==> src/rtl/booth_mul_sequencer.sv <==
`default_nettype none
// ============================================================================
// Module      : booth_mul_sequencer
// Description : Operand feeder, done/timeout sequencer and 2-entry result FIFO
//               wrapped around a start/done Booth multiplier core.
// Revision    : 1.0 - initial release
// ============================================================================
module booth_mul_sequencer #(
    parameter int N       = 16,
    parameter int TIMEOUT = 64,
    parameter int DEPTH   = 2
) (
    input  logic           clk,
    input  logic           rst_n,
    input  logic           in_valid,
    output logic           in_ready,
    input  logic [N-1:0]   in_a,
    input  logic [N-1:0]   in_b,
    output logic           mul_start,
    output logic [N-1:0]   mul_multiplicand,
    output logic [N-1:0]   mul_multiplier,
    input  logic [2*N-1:0] mul_product,
    input  logic           mul_done,
    output logic           out_valid,
    input  logic           out_ready,
    output logic [2*N-1:0] out_product,
    output logic           busy,
    output logic           timeout_err
);

    localparam int c_TW = (TIMEOUT > 2) ? $clog2(TIMEOUT) : 1;
    localparam int c_PW = (DEPTH > 1) ? $clog2(DEPTH) : 1;
    localparam int c_CW = c_PW + 1;

    typedef enum logic [1:0] {
        S_IDLE  = 2'd0,
        S_START = 2'd1,
        S_WAIT  = 2'd2
    } state_t;

    state_t            r_state;
    logic              r_ready_en;
    logic [c_TW-1:0]   r_timer;
    logic              r_timeout_err;
    logic              r_mul_start;
    logic [N-1:0]      r_mcand;
    logic [N-1:0]      r_mplier;

    logic [2*N-1:0]    r_mem [DEPTH];
    logic [c_PW-1:0]   r_wr_ptr;
    logic [c_PW-1:0]   r_rd_ptr;
    logic [c_CW-1:0]   r_count;

    logic              w_in_ready;
    logic              w_accept;
    logic              w_done_ok;
    logic              w_timeout;
    logic              w_push;
    logic              w_pop;

    // r_ready_en keeps in_ready low until the first edge after reset release.
    assign w_in_ready = r_ready_en && (r_state == S_IDLE) && (r_count < c_CW'(DEPTH));
    assign w_accept   = in_valid && w_in_ready;
    // A done seen while the timer is still zero may be left over from the last op.
    assign w_done_ok  = (r_state == S_WAIT) && mul_done && (r_timer != '0);
    assign w_timeout  = (r_state == S_WAIT) && !w_done_ok && (r_timer == c_TW'(TIMEOUT - 1));
    assign w_push     = w_done_ok;
    assign w_pop      = (r_count != '0) && out_ready;

    always_ff @(posedge clk or negedge rst_n) begin
        if (!rst_n) begin
            r_state       <= S_IDLE;
            r_ready_en    <= 1'b0;
            r_timer       <= '0;
            r_timeout_err <= 1'b0;
            r_mul_start   <= 1'b0;
            r_mcand       <= '0;
            r_mplier      <= '0;
        end else begin
            r_ready_en  <= 1'b1;
            r_mul_start <= 1'b0;
            case (r_state)
                S_IDLE: begin
                    if (w_accept) begin
                        r_mcand     <= in_a;
                        r_mplier    <= in_b;
                        r_mul_start <= 1'b1;
                        r_state     <= S_START;
                    end
                end
                S_START: begin
                    r_timer <= '0;
                    r_state <= S_WAIT;
                end
                S_WAIT: begin
                    r_timer <= r_timer + c_TW'(1);
                    if (w_done_ok) begin
                        r_state <= S_IDLE;
                    end else if (w_timeout) begin
                        r_timeout_err <= 1'b1;
                        r_state       <= S_IDLE;
                    end
                end
                default: r_state <= S_IDLE;
            endcase
        end
    end

    always_ff @(posedge clk or negedge rst_n) begin
        if (!rst_n) begin
            for (int i = 0; i < DEPTH; i++) begin
                r_mem[i] <= '0;
            end
            r_wr_ptr <= '0;
            r_rd_ptr <= '0;
            r_count  <= '0;
        end else begin
            if (w_push) begin
                r_mem[r_wr_ptr] <= mul_product;
                r_wr_ptr        <= r_wr_ptr + c_PW'(1);
            end
            if (w_pop) begin
                r_rd_ptr <= r_rd_ptr + c_PW'(1);
            end
            case ({w_push, w_pop})
                2'b10:   r_count <= r_count + c_CW'(1);
                2'b01:   r_count <= r_count - c_CW'(1);
                default: r_count <= r_count;
            endcase
        end
    end

    assign in_ready         = w_in_ready;
    assign mul_start        = r_mul_start;
    assign mul_multiplicand = r_mcand;
    assign mul_multiplier   = r_mplier;
    assign out_valid        = (r_count != '0);
    assign out_product      = r_mem[r_rd_ptr];
    assign busy             = (r_state != S_IDLE);
    assign timeout_err      = r_timeout_err;

endmodule
`default_nettype wire

==> config.mk <==
export PLATFORM = sky130hd
export DESIGN_NAME = booth_mul_sequencer
export DESIGN_NICKNAME = d
export VERILOG_FILES = /design/src/rtl/booth_mul_sequencer.sv
export SDC_FILE = /design/constraint.sdc
export NUM_CORES = 1
export LEC_CHECK = 0
export CORE_AREA = 2 2 115 95
export CTS_CLUSTER_DIAMETER = 40
export DETAILED_ROUTE_END_ITERATION = 7
export DIE_AREA = 0 0 117 97
export GPL_ROUTABILITY_DRIVEN = 0
export PLACE_DENSITY = 0.86
export SETUP_SLACK_MARGIN = 0.4
export SKIP_LAST_GASP = 1
export SYNTH_ARGS = -nofsm -noshare
export SYNTH_HDL_FRONTEND = slang
export SYNTH_SLANG_ARGS = --single-unit
export TNS_END_PERCENT = 1
==> constraint.sdc <==
create_clock -name clk -period 2.6 [get_ports clk]
set_input_delay 0.52 -clock clk [delete_from_list [all_inputs] [get_ports clk]]
set_output_delay 0.52 -clock clk [all_outputs]
set_load 0.01 [all_outputs]
==> impl_metrics.prom, run 1 <==
# TYPE chip_impl_metric gauge
chip_impl_metric{name="core_region_area",unit="µm²"} 10100
chip_impl_metric{name="wire_per_inst",unit="µm"} 15.8
chip_impl_metric{name="worst-endpoint-arrival",unit="ns"} 1.82
chip_impl_info{name="clock_tree_from_tritoncts",value="done"} 1
chip_impl_metric{name="detail_route_antenna_nets",unit=""} 0
chip_impl_metric{name="timing.clock.skew",unit="ns"} 0.00728
chip_impl_metric{name="post_synthesis_async_set_or_reset_flop_share",unit=""} 1.00
chip_impl_metric{name="cts_hold_bufs",unit=""} 0
chip_impl_metric{name="final_util",unit=""} 0.648
chip_impl_metric{name="io_buffers",unit=""} 137
chip_impl_metric{name="final_net_count",unit=""} 593
chip_impl_info{name="synth_ff_type",value="dfrtp_1"} 1
chip_impl_metric{name="power.clock.fraction",unit=""} 0.177
chip_impl_metric{name="power.combinational.fraction",unit=""} 0.433
chip_impl_metric{name="met1Wirelength",unit="mm"} 4.21
chip_impl_metric{name="crit_path_max_fanout",unit=""} 14
chip_impl_metric{name="grt_start_max_net_pins",unit=""} 58
chip_impl_metric{name="sum_of_negative_setup_slack",unit="ns"} 0
chip_impl_metric{name="synthesized_area",unit="µm²"} 4780
chip_impl_metric{name="routed-wl-met2",unit="mm"} 5.18
chip_impl_info{name="crit_path_start_kind",value="register"} 1
chip_impl_info{name="hold_path.class",value="in2async"} 1
chip_impl_metric{name="grt_pass1_vias",unit=""} 3483
chip_impl_metric{name="worst_slack",unit="ns"} 0.258
chip_impl_metric{name="number_of_iterations_in_the_first_detailed_routing_pass",unit=""} 4
chip_impl_metric{name="drc",unit=""} 0
chip_impl_metric{name="number_of_antenna_violations_at_the_first_check_in_global_routing",unit=""} 0
chip_impl_metric{name="die_w",unit="µm"} 117
chip_impl_metric{name="vias",unit=""} 3235
chip_impl_metric{name="dp.cells",unit=""} 646
chip_impl_info{name="timing.critical_path.to_type",value="output port"} 1
chip_impl_metric{name="cts.repair_timing.setup_buffer_count",unit=""} 0
chip_impl_metric{name="filler_free_cell_count_of_the_finished_design",unit=""} 662
chip_impl_metric{name="switching_share",unit=""} 0.309
chip_impl_metric{name="cell_internal_pwr",unit="mW"} 5.11
chip_impl_metric{name="reg2reg_slack",unit="ns"} 0.36
chip_impl_metric{name="grt-ovfl-total",unit=""} 0
chip_impl_metric{name="globalRouteTotalUtil",unit=""} 0.196
chip_impl_metric{name="fillers",unit=""} 752
chip_impl_metric{name="cp.required",unit="ns"} 2.08
chip_impl_metric{name="antenna_cells_inserted",unit=""} 0
chip_impl_metric{name="multi_input_comb_area",unit="µm²"} 1840
chip_impl_metric{name="htree_num_levels",unit=""} 3
chip_impl_metric{name="avgViaCountPerCell",unit=""} 4.89
chip_impl_metric{name="post_synth_edffs",unit=""} 0
chip_impl_metric{name="synth.ff_latch_count",unit=""} 111
chip_impl_metric{name="syn_inst",unit=""} 381
chip_impl_metric{name="io-pin-count",unit=""} 138
chip_impl_metric{name="yosysTopAreaCellShare",unit=""} 0.581
chip_impl_metric{name="final-seq-area",unit="µm²"} 2780
chip_impl_metric{name="grt_pass1_wl",unit="mm"} 17.1
chip_impl_metric{name="clkLatencyLatePin",unit="ns"} 0.35
chip_impl_info{name="top_layer",value="met4"} 1
chip_impl_metric{name="pwrdens",unit="nW/µm²"} 1130
chip_impl_metric{name="first_drt_iteration_drcs",unit=""} 145
chip_impl_metric{name="total_switching_power",unit="mW"} 2.28
chip_impl_metric{name="met3WireLength",unit="µm"} 906
chip_impl_info{name="clk_root_buffer_cell",value="clkbuf_16"} 1
chip_impl_metric{name="min_period_over_period",unit=""} 0.901
chip_impl_metric{name="post_route_cells_drive_above_1_share",unit=""} 0.238
chip_impl_metric{name="die_height",unit="µm"} 97
chip_impl_metric{name="fmaxAchievable",unit="MHz"} 427
chip_impl_metric{name="post_synth_num_cell_types",unit=""} 34
chip_impl_metric{name="final_cell_area",unit="µm²"} 6560
chip_impl_info{name="post-synth-top-area-cell",value="dfrtp_1"} 1
chip_impl_metric{name="leakage",unit="nW"} 3.16
chip_impl_metric{name="worst_setup_hold_path_clk_slew",unit="ns"} 0.07
chip_impl_metric{name="tritoncts_num_sinks",unit=""} 111
chip_impl_metric{name="post-dp-hpwl",unit="mm"} 7.25
chip_impl_metric{name="hold_ws",unit="ns"} 0.0766
chip_impl_metric{name="postSynthNetCount",unit=""} 457
chip_impl_metric{name="syn_avg_cell_area",unit="µm²"} 12.5
chip_impl_metric{name="starting_density_of_the_core",unit=""} 0.472
chip_impl_metric{name="maxCapViolations",unit=""} 0
chip_impl_metric{name="synth-seq-area-share",unit=""} 0.581
chip_impl_metric{name="layout-area-overhead-vs-synth",unit="%"} 37.2
chip_impl_metric{name="max-clock-path-buffers",unit=""} 2
chip_impl_metric{name="finalHoldViolCount",unit=""} 0
chip_impl_metric{name="yosys_warnings",unit=""} 0
chip_impl_metric{name="place_ws",unit="ns"} 0.335
chip_impl_metric{name="register_share_of_total_power",unit=""} 0.389
chip_impl_info{name="synth.top_cells.by_count",value="111 x dfrtp_1, 104 x nand2_1, 97 x mux2_2"} 1
chip_impl_metric{name="dpl-instance-area",unit="µm²"} 6250
chip_impl_info{name="outcome",value="finished, final reports clean"} 1
chip_impl_metric{name="final-max-slew-violation-count",unit=""} 0
chip_impl_info{name="rsz0062_at_grt",value="yes"} 1
chip_impl_metric{name="floorplan.rows",unit=""} 33
chip_impl_info{name="synth_most_common_cell",value="dfrtp_1"} 1
chip_impl_metric{name="number_of_clock_buffers_inserted_by_tritoncts",unit=""} 9
chip_impl_metric{name="fin_total_pwr",unit="mW"} 7.39
chip_impl_info{name="worst-setup-path-type",value="reg2out"} 1
chip_impl_metric{name="drt-total-wl",unit="mm"} 10.4
chip_impl_metric{name="vdd_ir_drop_max",unit="mV"} 0.676
chip_impl_info{name="synth.top_cells.by_area",value="dfrtp_1 58%, mux2_2 23%, nand2_1 8.2%"} 1
chip_impl_metric{name="post-route-min-period",unit="ns"} 2.34
chip_impl_metric{name="finalSetupViolations",unit=""} 0
chip_impl_metric{name="die_area",unit="µm²"} 11300
## power by group through the flow
stage / clock, mW / sequential (mW) / combinational (mW)
after global routing: 1.42 / 2.97 / 3.46
after detailed placement: 0 / 2.89 / 3.18
final: 1.31 / 2.88 / 3.20
after floorplan: 0 / 2.90 / 1.58
after CTS: 1.35 / 2.88 / 3.24
after global placement: 0 / 2.83 / 3.10
## logic make-up (layout without fill, tap and decap cells)
kind of cell / count (synthesis) / in the layout / synth area share
AOI/OAI and AO/OA: 10 / 10 / 0.0147
other: 1 / 1 / 0.000785
and+or+nand+nor: 121 / 121 / 0.108
muxes: 99 / 99 / 0.233
DFF: 111 / 111 / 0.581
adders and majority gates: 7 / 7 / 0.0183
buffers and inverters: 26 / 167 / 0.0335
xor gates and xnor gates: 6 / 6 / 0.0110
## final cells by class
class | count | share of cell area
Sequential cell | 111 | 0.424
Multi-Input combinational cell | 244 | 0.281
Timing Repair Buffer | 143 | 0.220
Clock buffer | 12 | 0.0391
Tap cell | 140 | 0.0267
Clock inverter | 4 | 0.00458
Inverter | 8 | 0.00458
## per-layer routing
metal / vias to the layer above / track usage
met3: 11 / 0.0846
met4: 0 / 0.0525
met5: - / 0
met1: 1583 / 0.233
met2: 99 / 0.324
li1: 1542 / -
## path summary, 6_finish.rpt
kind / start / end / cells after the start
max reg2reg: r_timer[0] / r_mem[24] / 6
max in group asynchronous: rst_n / r_mem[25] / 2
min reg2reg: timeout_err / timeout_err / 2
max: r_rd_ptr / out_product[5] / 3
min: rst_n / r_mem[43] / 1
min in group clk: timeout_err / timeout_err / 2
## cell usage in the layout, fill, tap and decap left out, types with 2 or more instances in the layout
cell,count
clkdlybuf4s50_1,136
dfrtp_1,111
nand2_1,104
mux2_2,97
clkbuf_16,9
inv_1,8
ha_1,6
o21ai_0,5
nand3_1,4
buf_4,4
nor2_1,3
xnor2_1,3
xor2_1,3
clkbuf_8,2
clkinv_4,2
buf_12,2
## worst max-delay path, cell delays in order (launching register included)
cell	delay, ns
dfrtp_1	0.41
buf_6	0.21
mux2_2	0.36
clkdlybuf4s50_1	0.50
## state kept, by name, indices dropped and copies added, names as in the netlist
name / cells
mul_multiplicand: 16
mul_multiplier: 16
mul_start: 1
r_count: 2
r_mem: 64
r_rd_ptr: 1
r_ready_en: 1
r_state: 2
r_timer: 6
r_wr_ptr: 1
timeout_err: 1
## timing repair
item,4_1_cts,5_1_grt
endpoints found under the setup margin,97,99
gates cloned,0,0
resized for setup,4,1
(Power assumes the default switching activity.)
==> inputs of run 2 (changes only) <==
- RECOVER_POWER: not set -> 50
==> impl_metrics.prom, run 2 (same netlist as run 1, synthesis figures left out) <==
# TYPE chip_impl_metric gauge
chip_impl_info{name="timing.critical_path.to_type",value="output port"} 1
chip_impl_metric{name="largest_register_ff_count",unit=""} 64
chip_impl_metric{name="cts_hold_bufs",unit=""} 0
chip_impl_info{name="layout_commonest_cell",value="clkdlybuf4s50_1"} 1
chip_impl_metric{name="fillers",unit=""} 757
chip_impl_metric{name="drc",unit=""} 0
chip_impl_info{name="slowest_stage",value="clkdlybuf4s50_1"} 1
chip_impl_metric{name="first_drt_iteration_drcs",unit=""} 147
chip_impl_metric{name="post-route-min-period",unit="ns"} 2.35
chip_impl_metric{name="multi_input_comb_area",unit="µm²"} 1840
chip_impl_metric{name="die_w",unit="µm"} 117
chip_impl_metric{name="core_region_area",unit="µm²"} 10100
chip_impl_metric{name="post_route_cells_drive_above_1_share",unit=""} 0.234
chip_impl_metric{name="final-max-slew-violation-count",unit=""} 0
chip_impl_metric{name="number_of_iterations_in_the_first_detailed_routing_pass",unit=""} 4
chip_impl_metric{name="cp.required",unit="ns"} 2.08
chip_impl_metric{name="layout-area-overhead-vs-synth",unit="%"} 36.7
chip_impl_metric{name="wire_per_inst",unit="µm"} 15.7
chip_impl_info{name="clock_tree_from_tritoncts",value="done"} 1
chip_impl_metric{name="avgViaCountPerCell",unit=""} 4.89
chip_impl_info{name="rsz0062_at_grt",value="yes"} 1
chip_impl_metric{name="io_buffers",unit=""} 137
chip_impl_metric{name="finalSetupViolations",unit=""} 0
chip_impl_metric{name="fmaxAchievable",unit="MHz"} 426
chip_impl_metric{name="grt_pass1_wl",unit="mm"} 17.1
chip_impl_metric{name="leakage",unit="nW"} 3.15
chip_impl_metric{name="buffers_inverters_on_critical_path",unit=""} 2
chip_impl_metric{name="min_period_over_period",unit=""} 0.902
chip_impl_metric{name="vdd_ir_drop_max",unit="mV"} 0.672
chip_impl_info{name="worst-setup-path-type",value="reg2out"} 1
chip_impl_metric{name="final_util",unit=""} 0.646
chip_impl_metric{name="crit_path_max_fanout",unit=""} 14
chip_impl_metric{name="post-dp-hpwl",unit="mm"} 7.25
chip_impl_info{name="max_flop_register",value="r_mem"} 1
chip_impl_info{name="clk_root_buffer_cell",value="clkbuf_16"} 1
chip_impl_metric{name="pwrdens",unit="nW/µm²"} 1130
chip_impl_metric{name="worst_slew_margin_rel",unit=""} 0.124
chip_impl_metric{name="sum_of_negative_setup_slack",unit="ns"} 0
chip_impl_metric{name="antenna_cells_inserted",unit=""} 0
chip_impl_info{name="hold_path.class",value="in2async"} 1
chip_impl_metric{name="worst-endpoint-arrival",unit="ns"} 1.83
chip_impl_metric{name="number_of_clock_buffers_inserted_by_tritoncts",unit=""} 9
chip_impl_metric{name="number_of_antenna_violations_at_the_first_check_in_global_routing",unit=""} 0
chip_impl_info{name="outcome",value="finished, final reports clean"} 1
chip_impl_metric{name="die_height",unit="µm"} 97
chip_impl_metric{name="final_net_count",unit=""} 593
chip_impl_metric{name="cpPeakStageDelay",unit="ns"} 0.50
chip_impl_metric{name="clkLatencyLatePin",unit="ns"} 0.35
chip_impl_metric{name="drt-total-wl",unit="mm"} 10.4
chip_impl_metric{name="vias",unit=""} 3234
chip_impl_metric{name="worst_setup_hold_path_clk_slew",unit="ns"} 0.07
chip_impl_metric{name="finalHoldViolCount",unit=""} 0
chip_impl_info{name="worst_path_dominant_cell_family",value="buffers and inverters"} 1
chip_impl_metric{name="floorplan.rows",unit=""} 33
chip_impl_info{name="most-common-layout-cells",value="136 x clkdlybuf4s50_1, 111 x dfrtp_1, 104 x nand2_1, 97 x mux2_2, 9 x clkbuf_16"} 1
chip_impl_metric{name="globalRouteTotalUtil",unit=""} 0.196
chip_impl_metric{name="grt_start_max_net_pins",unit=""} 58
chip_impl_metric{name="final-seq-area",unit="µm²"} 2780
chip_impl_metric{name="die_area",unit="µm²"} 11300
chip_impl_info{name="critical_path_cell_list",value="buf_6 -> mux2_2 -> clkdlybuf4s50_1"} 1
chip_impl_metric{name="tritoncts_num_sinks",unit=""} 111
chip_impl_metric{name="timing.clock.skew",unit="ns"} 0.00681
chip_impl_metric{name="htree_num_levels",unit=""} 3
chip_impl_metric{name="cts.repair_timing.setup_buffer_count",unit=""} 0
chip_impl_metric{name="starting_density_of_the_core",unit=""} 0.472
chip_impl_metric{name="grt_pass1_vias",unit=""} 3483
chip_impl_metric{name="detail_route_antenna_nets",unit=""} 0
chip_impl_metric{name="maxCapViolations",unit=""} 0
chip_impl_metric{name="max-clock-path-buffers",unit=""} 2
chip_impl_metric{name="io-pin-count",unit=""} 138
chip_impl_metric{name="grt-ovfl-total",unit=""} 0
chip_impl_metric{name="worstMarginPinSlew",unit="ns"} 1.31
chip_impl_info{name="crit_path_start_kind",value="register"} 1
## run 2: report_power, final
| group | internal [mW] | switching [mW] | leakage, nW |
|---|---|---|---|
| combinational | 1.91 | 1.28 | 1.57 |
| clock | 0.705 | 0.606 | 0.139 |
| sequential | 2.48 | 0.399 | 1.45 |
## run 2: path summary, 6_finish.rpt
kind | start | end | slack [ns] | cells past startpoint
worst max register to register | r_timer[0] | r_mem[24] | 0.36 | 6
worst min-delay path | rst_n | r_mem[43] | 0.45 | 1
max in group asynchronous | rst_n | r_mem[29] | 0.61 | 2
min in group clk | timeout_err | timeout_err | 0.46 | 2
worst max-delay path | r_rd_ptr | out_product[5] | 0.25 | 3
worst min register to register | timeout_err | timeout_err | 0.46 | 2
## run 2: layout make-up
cell class,instances,share of cell area
well taps,140,0.0268
inverters,8,0.00460
repair buffers,143,0.218
multi-input cells,244,0.282
clock inverters,4,0.00460
clock buffers,12,0.0393
flip-flops and latches,111,0.425
## run 2: timing repair
item                       in CTS  in global routing
setup endpoints to repair      97                 99
gates resized for setup         4                  1
pin swaps                       0                  0
## run 2: per-layer routing
layer  global-route usage  vias up  wire, µm
met1                0.233     1581      4180
li1                     -     1541         -
met4               0.0525        0       143
met3               0.0846       10       908
met2                0.324      102      5200
met5                    0        -         0
## run 2: per-stage QoR
step	instances	power (mW)	setup WS, ns	cell area [µm²]	hold slack, ns
after floorplan	381	4.48	0.630	4780	0.224
after global placement	646	5.93	0.407	6250	0.438
after detailed placement	646	6.07	0.335	6250	0.445
after CTS	662	7.47	0.253	6550	0.0708
after global routing	662	7.83	0.175	6530	0.503
final	662	7.37	0.255	6530	0.449
